[config.mk]
export PLATFORM = sky130hd
export DESIGN_NAME = mult_8x8_seq_ctrl_flat
export DESIGN_NICKNAME = d
export VERILOG_FILES = /design/src/rtl/mult_8x8_seq_ctrl_if.sv /design/src/rtl/mult_8x8_seq_ctrl.sv /design/src/flat_wrapper.sv
export SDC_FILE = /design/constraint.sdc
export NUM_CORES = 1
export LEC_CHECK = 0
export CAP_MARGIN = 20
export CORE_ASPECT_RATIO = 0.7
export CORE_MARGIN = 1
export CORE_UTILIZATION = 55
export CTS_CLUSTER_SIZE = 25
export DETAILED_ROUTE_END_ITERATION = 8
export PLACE_DENSITY = 0.87
export SETUP_SLACK_MARGIN = 0.4
export SYNTH_ARGS = -nofsm -noshare
export SYNTH_HDL_FRONTEND = slang
export SYNTH_SLANG_ARGS = --single-unit
[constraint.sdc]
create_clock -name clk -period 8 [get_ports clk]
set_input_delay 2.4 -clock clk [delete_from_list [all_inputs] [get_ports clk]]
set_output_delay 2.4 -clock clk [all_outputs]
set_load 0.03 [all_outputs]
[src/rtl/mult_8x8_seq_ctrl_if.sv]
// Producer/consumer handshake bundle for the sequential 8x8 multiplier controller.
// The master side is the producer/consumer pair; the slave side is the controller.
interface mult_8x8_seq_ctrl_if;
  logic        in_valid;
  logic        in_ready;
  logic [7:0]  A;
  logic [7:0]  B;
  logic [3:0]  cfg;
  logic        out_valid;
  logic        out_ready;
  logic [15:0] R;
  logic        sat;

  modport master (
    output in_valid, A, B, cfg, out_ready,
    input  in_ready, out_valid, R, sat
  );

  modport slave (
    input  in_valid, A, B, cfg, out_ready,
    output in_ready, out_valid, R, sat
  );
endinterface

[src/rtl/mult_8x8_seq_ctrl.sv]
// Builds an 8x8 product from one shared external 4x4 sub-multiplier, one quadrant per
// cycle, with optional skipping of zero-nibble quadrants and saturating accumulation.
module mult_8x8_seq_ctrl #(
  parameter bit SKIP_ZERO = 1'b1
) (
  input  logic                 clk,
  input  logic                 rst,
  mult_8x8_seq_ctrl_if.slave   bus,
  output logic [3:0]           sub_a,
  output logic [3:0]           sub_b,
  output logic                 sub_sel,
  input  logic [7:0]           sub_r
);

  typedef enum logic [2:0] {IDLE, Q0, Q1, Q2, Q3, DONE} state_t;

  state_t      state;
  state_t      state_nx;
  logic [7:0]  a_l;
  logic [7:0]  b_l;
  logic [3:0]  cfg_l;
  logic [15:0] acc;
  logic        sat_r;
  logic [3:0]  act_l;
  logic [15:0] part;
  logic [16:0] sum;
  logic        accum;

  // Bit q set when quadrant q has to be computed for this operand pair.
  function automatic logic [3:0] active_q(input logic [7:0] a, input logic [7:0] b);
    logic [3:0] act;
    act[0] = (a[3:0] != 4'h0) && (b[3:0] != 4'h0);
    act[1] = (a[3:0] != 4'h0) && (b[7:4] != 4'h0);
    act[2] = (a[7:4] != 4'h0) && (b[3:0] != 4'h0);
    act[3] = (a[7:4] != 4'h0) && (b[7:4] != 4'h0);
    return SKIP_ZERO ? act : 4'hF;
  endfunction

  function automatic state_t first_from(input logic [3:0] act, input logic [2:0] k);
    if (act[0] && (k == 3'd0))  return Q0;
    if (act[1] && (k <= 3'd1))  return Q1;
    if (act[2] && (k <= 3'd2))  return Q2;
    if (act[3] && (k <= 3'd3))  return Q3;
    return DONE;
  endfunction

  assign act_l = active_q(a_l, b_l);

  always_comb begin
    state_nx = state;
    sub_a    = 4'h0;
    sub_b    = 4'h0;
    sub_sel  = 1'b0;
    case (state)
      IDLE: begin
        if (bus.in_valid) state_nx = first_from(active_q(bus.A, bus.B), 3'd0);
      end
      Q0: begin
        sub_a    = a_l[3:0];
        sub_b    = b_l[3:0];
        sub_sel  = cfg_l[0];
        state_nx = first_from(act_l, 3'd1);
      end
      Q1: begin
        sub_a    = a_l[3:0];
        sub_b    = b_l[7:4];
        sub_sel  = cfg_l[1];
        state_nx = first_from(act_l, 3'd2);
      end
      Q2: begin
        sub_a    = a_l[7:4];
        sub_b    = b_l[3:0];
        sub_sel  = cfg_l[2];
        state_nx = first_from(act_l, 3'd3);
      end
      Q3: begin
        sub_a    = a_l[7:4];
        sub_b    = b_l[7:4];
        sub_sel  = cfg_l[3];
        state_nx = DONE;
      end
      DONE: begin
        if (bus.out_ready) state_nx = IDLE;
      end
      default: state_nx = IDLE;
    endcase
  end

  // Kept apart from the sub_a/sub_b decode so the external sub_r path never looks like a loop.
  always_comb begin
    part  = 16'h0000;
    accum = 1'b0;
    case (state)
      Q0:      begin part = {8'h00, sub_r};        accum = 1'b1; end
      Q1, Q2:  begin part = {4'h0, sub_r, 4'h0};   accum = 1'b1; end
      Q3:      begin part = {sub_r, 8'h00};        accum = 1'b1; end
      default: begin part = 16'h0000;              accum = 1'b0; end
    endcase
  end

  assign sum = {1'b0, acc} + {1'b0, part};

  always_ff @(posedge clk or posedge rst) begin
    if (rst) begin
      state <= IDLE;
      a_l   <= 8'h00;
      b_l   <= 8'h00;
      cfg_l <= 4'h0;
      acc   <= 16'h0000;
      sat_r <= 1'b0;
    end else begin
      state <= state_nx;
      if ((state == IDLE) && bus.in_valid) begin
        a_l   <= bus.A;
        b_l   <= bus.B;
        cfg_l <= bus.cfg;
        acc   <= 16'h0000;
        sat_r <= 1'b0;
      end else if (accum) begin
        // Once saturated the result is pinned at full scale for the rest of the operation.
        if (sum[16] || sat_r) begin
          acc   <= 16'hFFFF;
          sat_r <= 1'b1;
        end else begin
          acc   <= sum[15:0];
        end
      end
    end
  end

  assign bus.in_ready  = (state == IDLE);
  assign bus.out_valid = (state == DONE);
  assign bus.R         = acc;
  assign bus.sat       = sat_r;

endmodule

[src/flat_wrapper.sv]
// flat-port wrapper written by rule: the top's interface ports become plain ports
module mult_8x8_seq_ctrl_flat 
#(
  parameter bit SKIP_ZERO = 1'b1
)
  (clk, rst, sub_a, sub_b, sub_sel, sub_r, bus_in_valid, bus_A, bus_B, bus_cfg, bus_out_ready, bus_in_ready, bus_out_valid, bus_R, bus_sat);
  mult_8x8_seq_ctrl_if bus_i ();
  input  logic clk;
  input  logic rst;
  output logic [3:0] sub_a;
  output logic [3:0] sub_b;
  output logic sub_sel;
  input  logic [7:0] sub_r;
  input wire logic [$bits(bus_i.in_valid)-1:0] bus_in_valid;
  input wire logic [$bits(bus_i.A)-1:0] bus_A;
  input wire logic [$bits(bus_i.B)-1:0] bus_B;
  input wire logic [$bits(bus_i.cfg)-1:0] bus_cfg;
  input wire logic [$bits(bus_i.out_ready)-1:0] bus_out_ready;
  output wire logic [$bits(bus_i.in_ready)-1:0] bus_in_ready;
  output wire logic [$bits(bus_i.out_valid)-1:0] bus_out_valid;
  output wire logic [$bits(bus_i.R)-1:0] bus_R;
  output wire logic [$bits(bus_i.sat)-1:0] bus_sat;
  assign bus_i.in_valid = bus_in_valid;
  assign bus_i.A = bus_A;
  assign bus_i.B = bus_B;
  assign bus_i.cfg = bus_cfg;
  assign bus_i.out_ready = bus_out_ready;
  assign bus_in_ready = bus_i.in_ready;
  assign bus_out_valid = bus_i.out_valid;
  assign bus_R = bus_i.R;
  assign bus_sat = bus_i.sat;
  mult_8x8_seq_ctrl #(.SKIP_ZERO(SKIP_ZERO)) u_core (.clk(clk), .rst(rst), .bus(bus_i), .sub_a(sub_a), .sub_b(sub_b), .sub_sel(sub_sel), .sub_r(sub_r));
endmodule
==> results of run 1 <==
## path summary, 6_finish.rpt
check / slack, ns / from / end / cells after the start
min: 0.51 / u_core.cfg_l[2] / u_core.cfg_l[2] / 1
max in group asynchronous: 5.10 / rst / u_core.state[2] / 3
min in group asynchronous: 2.53 / rst / u_core.cfg_l[0] / 3
max reg2reg: 3.92 / u_core.state[1] / u_core.bus.R[1] / 11
max: 2.62 / u_core.state[2] / sub_a[0] / 5
min reg2reg: 0.51 / u_core.cfg_l[2] / u_core.cfg_l[2] / 1
## stage by stage
step | setup slack (ns) | hold slack (ns)
after CTS | 2.73 | 0.515
after global placement | 2.60 | 0.468
final | 2.62 | 0.512
after detailed placement | 2.44 | 0.496
after floorplan | 3.69 | 0.457
after global routing | 2.48 | 0.529
## flip-flops by register name, indices dropped and copies added (netlist names)
signal          count
u_core.bus.R       16
u_core.bus.sat      1
u_core.cfg_l        4
u_core.b_l          8
u_core.state        3
u_core.a_l          8
## metal layers
layer / part of all wire, % / GRT usage [%] / vias up
li1: - / - / 1282
met1: 48 / 46.6 / 1335
met2: 42 / 43.4 / 117
met3: 8.9 / 7.40 / 10
met4: 1.2 / 9.72 / 0
met5: 0 / 0 / -
## cell families after synthesis
kind of cell | share of synthesized area, %
and+or+nand+nor | 14.6
xor gates and xnor gates | 4.50
DFF | 34.3
muxes | 8.40
buffers and inverters | 3.26
AOI/OAI and AO/OA | 27.4
adders and majority gates | 7.54
## final cells by class
cell class | instances | area, um2 | area share (%)
Clock buffer | 6 | 72.6 | 1.99
Clock inverter | 2 | 16.3 | 0.447
Inverter | 9 | 33.8 | 0.928
Multi-Input combinational cell | 250 | 1820 | 50.1
Sequential cell | 40 | 1000 | 27.5
Tap cell | 69 | 86.3 | 2.37
Timing Repair Buffer | 61 | 606 | 16.6
## worst reg2reg max path, delay by kind of cell (launching register included)
kind | cells | cell delay, ns
AO/OA/AOI/OAI | 3 | 0.62
adder cells (fa/ha/maj) | 2 | 0.68
flip-flops | 1 | 0.77
AND/OR/NAND/NOR | 6 | 1.84
## cell usage in the layout (no fill, tap or decap), types with 4 or more instances in the layout
| cell type | synthesis | layout |
|---|---|---|
| a21oi_2 | 10 | 10 |
| and3_1 | 5 | 5 |
| nor2_1 | 19 | 19 |
| ha_1 | 16 | 16 |
| mux2_1 | 8 | 8 |
| a22o_1 | 9 | 9 |
| nor2b_1 | 5 | 5 |
| a21oi_1 | 40 | 40 |
| o22ai_1 | 4 | 4 |
| o21ai_0 | 12 | 12 |
| a21o_1 | 7 | 7 |
| a22oi_1 | 8 | 8 |
| a31oi_1 | 5 | 5 |
| and2_1 | 8 | 8 |
| mux2_2 | 12 | 12 |
| clkbuf_8 | 0 | 5 |
| xor2_1 | 10 | 10 |
| xnor2_1 | 5 | 5 |
| o21ai_1 | 4 | 4 |
| dfrtp_1 | 40 | 40 |
| clkdlybuf4s50_1 | 0 | 59 |
| inv_1 | 9 | 9 |
| nand2_1 | 15 | 15 |
==> impl_metrics.py, run 1 <==
metrics = {
    "run_status": {
        "run_status": "complete, no violations",
    },
    "logic_synthesis": {
        "synth-seq-cells": 40,
        "syn-cell-area_um2": 2920,
        "synth_top_area_share_pct": 34.3,
        "synth_area_leaders": "dfrtp_1 (34%), a21oi_1 (6.9%), ha_1 (6.9%)",
        "synth.top_cells.by_count": "a21oi_1 (40), dfrtp_1 (40), nor2_1 (19), ha_1 (16), nand2_1 (15)",
        "async_flop_share_pct": 100,
        "yosysSeqAreaShare_pct": 34.3,
        "syn_area_per_cell_um2": 9.36,
        "synth_edf_count": 0,
        "synth-main-ff-cell": "dfrtp_1",
        "synth_nets": 361,
        "yosys.area.top_type": "dfrtp_1",
        "syn_inst": 312,
        "synth.distinct_cells": 54,
        "yosys_warnings": 0,
    },
    "place": {
        "io_buffers": 59,
        "globalplace.congestion": 0.919,
        "dp_hpwl_mm": 5.92,
        "placed_area_um2": 3550,
        "dp.cells": 429,
    },
    "clocking": {
        "insertion_delay_ns": 0.29,
        "cts_root_buffer": "clkbuf_8",
        "post_cts_resize_count": 0,
        "clock_sinks": 40,
        "cts_tree": "done",
        "postCtsHoldBufs": 0,
        "clkTransAtPathRegs_ns": 0.09,
        "cts_buffers": 5,
        "cts_htree_levels": 2,
        "clock_path_buffers": 2,
        "cts_setup_buffers": 0,
    },
    "worst_setup_path": {
        "worst_setup_path_end_kind": "output port",
        "crit_buf_inv": 1,
        "critPathLaunchType": "flop",
        "slowest_delay_ns": 0.92,
        "slowest_stage": "dfrtp_1",
        "cp.arrival_ns": 2.98,
        "worstPathMaxFanout": 28,
        "path_delay_family": "flip-flops",
        "criticalPathCategory": "reg -> out",
        "crit_required_ns": 5.60,
        "path_cells": "nand2b_1 -> nor2_1 -> a21oi_1 -> o21ai_0 -> clkdlybuf4s50_1",
    },
    "routing": {
        "drtIter0Drc": 190,
        "wire_per_inst_um": 18.1,
        "drtPass1Iterations": 4,
        "via_count": 2744,
        "drt-total-wl_mm": 7.89,
        "antenna_left": 0,
        "drc": 0,
        "vias_per_cell": 6.28,
    },
    "die": {
        "dieArea_um2": 5610,
        "chipWidth_um": 89.1,
        "coreArea_um2": 4940,
        "ioPinCount": 60,
        "rows": 21,
        "die_y_um": 63.0,
        "initial_utilization_pct": 59.1,
    },
    "finish": {
        "fin_util_pct": 73.7,
        "finalInstanceArea_um2": 3640,
        "fillers": 393,
        "drive_gt1_share_pct": 10.6,
        "area_growth_syn_to_layout_pct": 24.6,
        "layout.nets": 416,
        "layoutNonFillerInstCount": 437,
        "n_antenna_cell": 0,
    },
    "timing": {
        "worstMarginPinSlew_ns": 1.10,
        "tns_ns": 0,
        "hold_viol_final": 0,
        "relSlewSlack_pct": 26.2,
        "finalSetupViolCount": 0,
        "finClkSkew_ns": 0.00547,
        "fin_crit_sh_pct": 67.2,
        "period_minus_slack_ns": 5.38,
        "rsz0062_at_grt": "no",
        "clock.fmax_mhz": 186,
        "drv_slew": 0,
    },
    "global_route": {
        "grt-ovfl-total": 0,
        "grt_use_total_pct": 31.0,
        "antenna_found_initial": 0,
        "grt_pass1_wl_mm": 13.2,
        "grt_pass1_vias": 2640,
        "grt_start_max_net_pins": 41,
    },
    "min_path": {
        "hp-class": "reg -> reg",
    },
    "flow_run": {
        "drv_cap": 0,
    },
}
Power of run 1 is not shown: default switching activity piles up to over one toggle a cycle in this logic, so the estimate is an artifact.
==> inputs of run 2 (changes only) <==
CORE_UTILIZATION = 52   (was 55)
PLACE_DENSITY = 0.83   (was 0.87)
clock period = 5 ns   (was 8 ns; I/O delays follow)
==> impl_metrics.py, run 2 (same netlist as run 1, synthesis figures left out) <==
metrics = {
    "worst_setup_path": {
        "criticalPathCategory": "reg -> out",
        "slowest_delay_ns": 0.72,
        "path_cells": "nand2b_1 -> nor2_1 -> a21oi_1 -> o21ai_0 -> clkdlybuf4s50_1",
        "path_delay_family": "simple AND/OR/NAND/NOR gates",
        "crit_required_ns": 3.50,
        "slowest_stage": "clkdlybuf4s50_1",
        "worstPathMaxFanout": 19,
        "cp.arrival_ns": 2.78,
        "crit_buf_inv": 1,
        "worst_setup_path_end_kind": "output port",
        "critPathLaunchType": "flop",
    },
    "place": {
        "dp.cells": 434,
        "placed_area_um2": 3570,
        "io_buffers": 59,
        "globalplace.congestion": 0.892,
        "dp_hpwl_mm": 5.81,
    },
    "global_route": {
        "grt_pass1_vias": 2515,
        "grt_pass1_wl_mm": 12.9,
        "grt_use_total_pct": 28.0,
        "antenna_found_initial": 0,
        "grt_start_max_net_pins": 41,
        "grt-ovfl-total": 0,
    },
    "timing": {
        "fin_hold_ws_ns": 0.486,
        "clock.fmax_mhz": 234,
        "fin_crit_sh_pct": 85.6,
        "hold_viol_final": 0,
        "relSlewSlack_pct": 43.3,
        "drv_slew": 0,
        "finClkSkew_ns": 0.00680,
        "tns_ns": 0,
        "period_minus_slack_ns": 4.28,
        "rsz0062_at_grt": "no",
        "finalSetupViolCount": 0,
        "worstMarginPinSlew_ns": 0.848,
    },
    "finish": {
        "area_growth_syn_to_layout_pct": 25.5,
        "drive_gt1_share_pct": 11.1,
        "layout.nets": 418,
        "largest_register_ffs": 16,
        "finalInstanceArea_um2": 3670,
        "layoutNonFillerInstCount": 441,
        "layout_commonest_cell": "clkdlybuf4s50_1",
        "n_antenna_cell": 0,
        "layout_common_cells": "clkdlybuf4s50_1 (59), a21oi_1 (40), dfrtp_1 (40), nor2_1 (19), ha_1 (16)",
        "fillers": 445,
    },
    "die": {
        "dieArea_um2": 5920,
        "initial_utilization_pct": 55.0,
        "die_y_um": 64.7,
        "rows": 22,
        "chipWidth_um": 91.6,
        "coreArea_um2": 5310,
        "ioPinCount": 60,
    },
    "routing": {
        "vias_per_cell": 6.14,
        "drt-total-wl_mm": 7.80,
        "top_layer": "met4",
        "wl_met2_mm": 3.23,
        "wl_met3_um": 670,
        "antenna_left": 0,
        "via_count": 2707,
        "wire_per_inst_um": 17.7,
        "wl_met1_mm": 3.81,
        "drtIter0Drc": 228,
        "drc": 0,
        "drtPass1Iterations": 5,
    },
    "clocking": {
        "cts_root_buffer": "clkbuf_8",
        "clkTransAtPathRegs_ns": 0.08,
        "clock_sinks": 40,
        "clock_path_buffers": 2,
        "cts_tree": "done",
        "postCtsHoldBufs": 0,
        "cts_setup_buffers": 0,
        "post_cts_resize_count": 0,
        "cts_htree_levels": 2,
        "cts_buffers": 5,
        "insertion_delay_ns": 0.29,
    },
    "flow_run": {
        "drv_cap": 0,
    },
    "run_status": {
        "run_status": "complete, no violations",
    },
    "min_path": {
        "hp-class": "reg -> reg",
    },
}
-- run 2: cell type report --
type | instances | area, um2 | share of cell area, %
multi-input combinational | 250 | 1820 | 49.8
timing repair buffer | 63 | 621 | 16.9
tap | 72 | 90.1 | 2.46
sequential | 40 | 1000 | 27.3
inverter | 9 | 33.8 | 0.922
clock buffer | 7 | 96.3 | 2.63
-- run 2: worst reg2reg max path, cell delays in order (launching register included) --
cell      delay (ns)
dfrtp_1         0.77
nor2b_1         0.28
nor2b_1         0.23
and2_1          0.18
ha_1            0.22
fa_1            0.44
a211oi_2        0.32
o211ai_2        0.15
nand2_2         0.13
nor4_4          0.06
nor3b_2         0.49
buf_4           0.28
a21oi_2         0.07
-- run 2: routing by layer --
layer	track usage (%)	vias up
li1	-	1282
met1	42.7	1291
met2	40.5	122
met3	4.81	12
met4	7.54	0
met5	0	-
-- run 2: path summary, 6_finish.rpt --
| kind | slack [ns] | startpoint | cells after the start | to |
|---|---|---|---|---|
| worst max-delay path | 0.72 | u_core.state[1] | 5 | sub_a[0] |
| worst min-delay path | 0.49 | u_core.cfg_l[3] | 1 | u_core.cfg_l[3] |
| worst max register to register | 1.26 | u_core.state[1] | 12 | u_core.bus.R[14] |
| worst min register to register | 0.49 | u_core.cfg_l[3] | 1 | u_core.cfg_l[3] |
| max in group asynchronous | 3.00 | rst | 3 | u_core.b_l[0] |
| min in group asynchronous | 1.63 | rst | 3 | u_core.bus.R[14] |
-- run 2: through the flow --
| stage | utilization, % | setup WS [ns] |
|---|---|---|
| CTS | 69.0 | 0.735 |
| global placement | 67.2 | 0.749 |
| detailed placement | 67.2 | 0.616 |
| floorplan | - | 1.59 |
| global route | 69.0 | 0.646 |
| finish | 69.0 | 0.719 |
Power of run 2 is left out for the same reason.
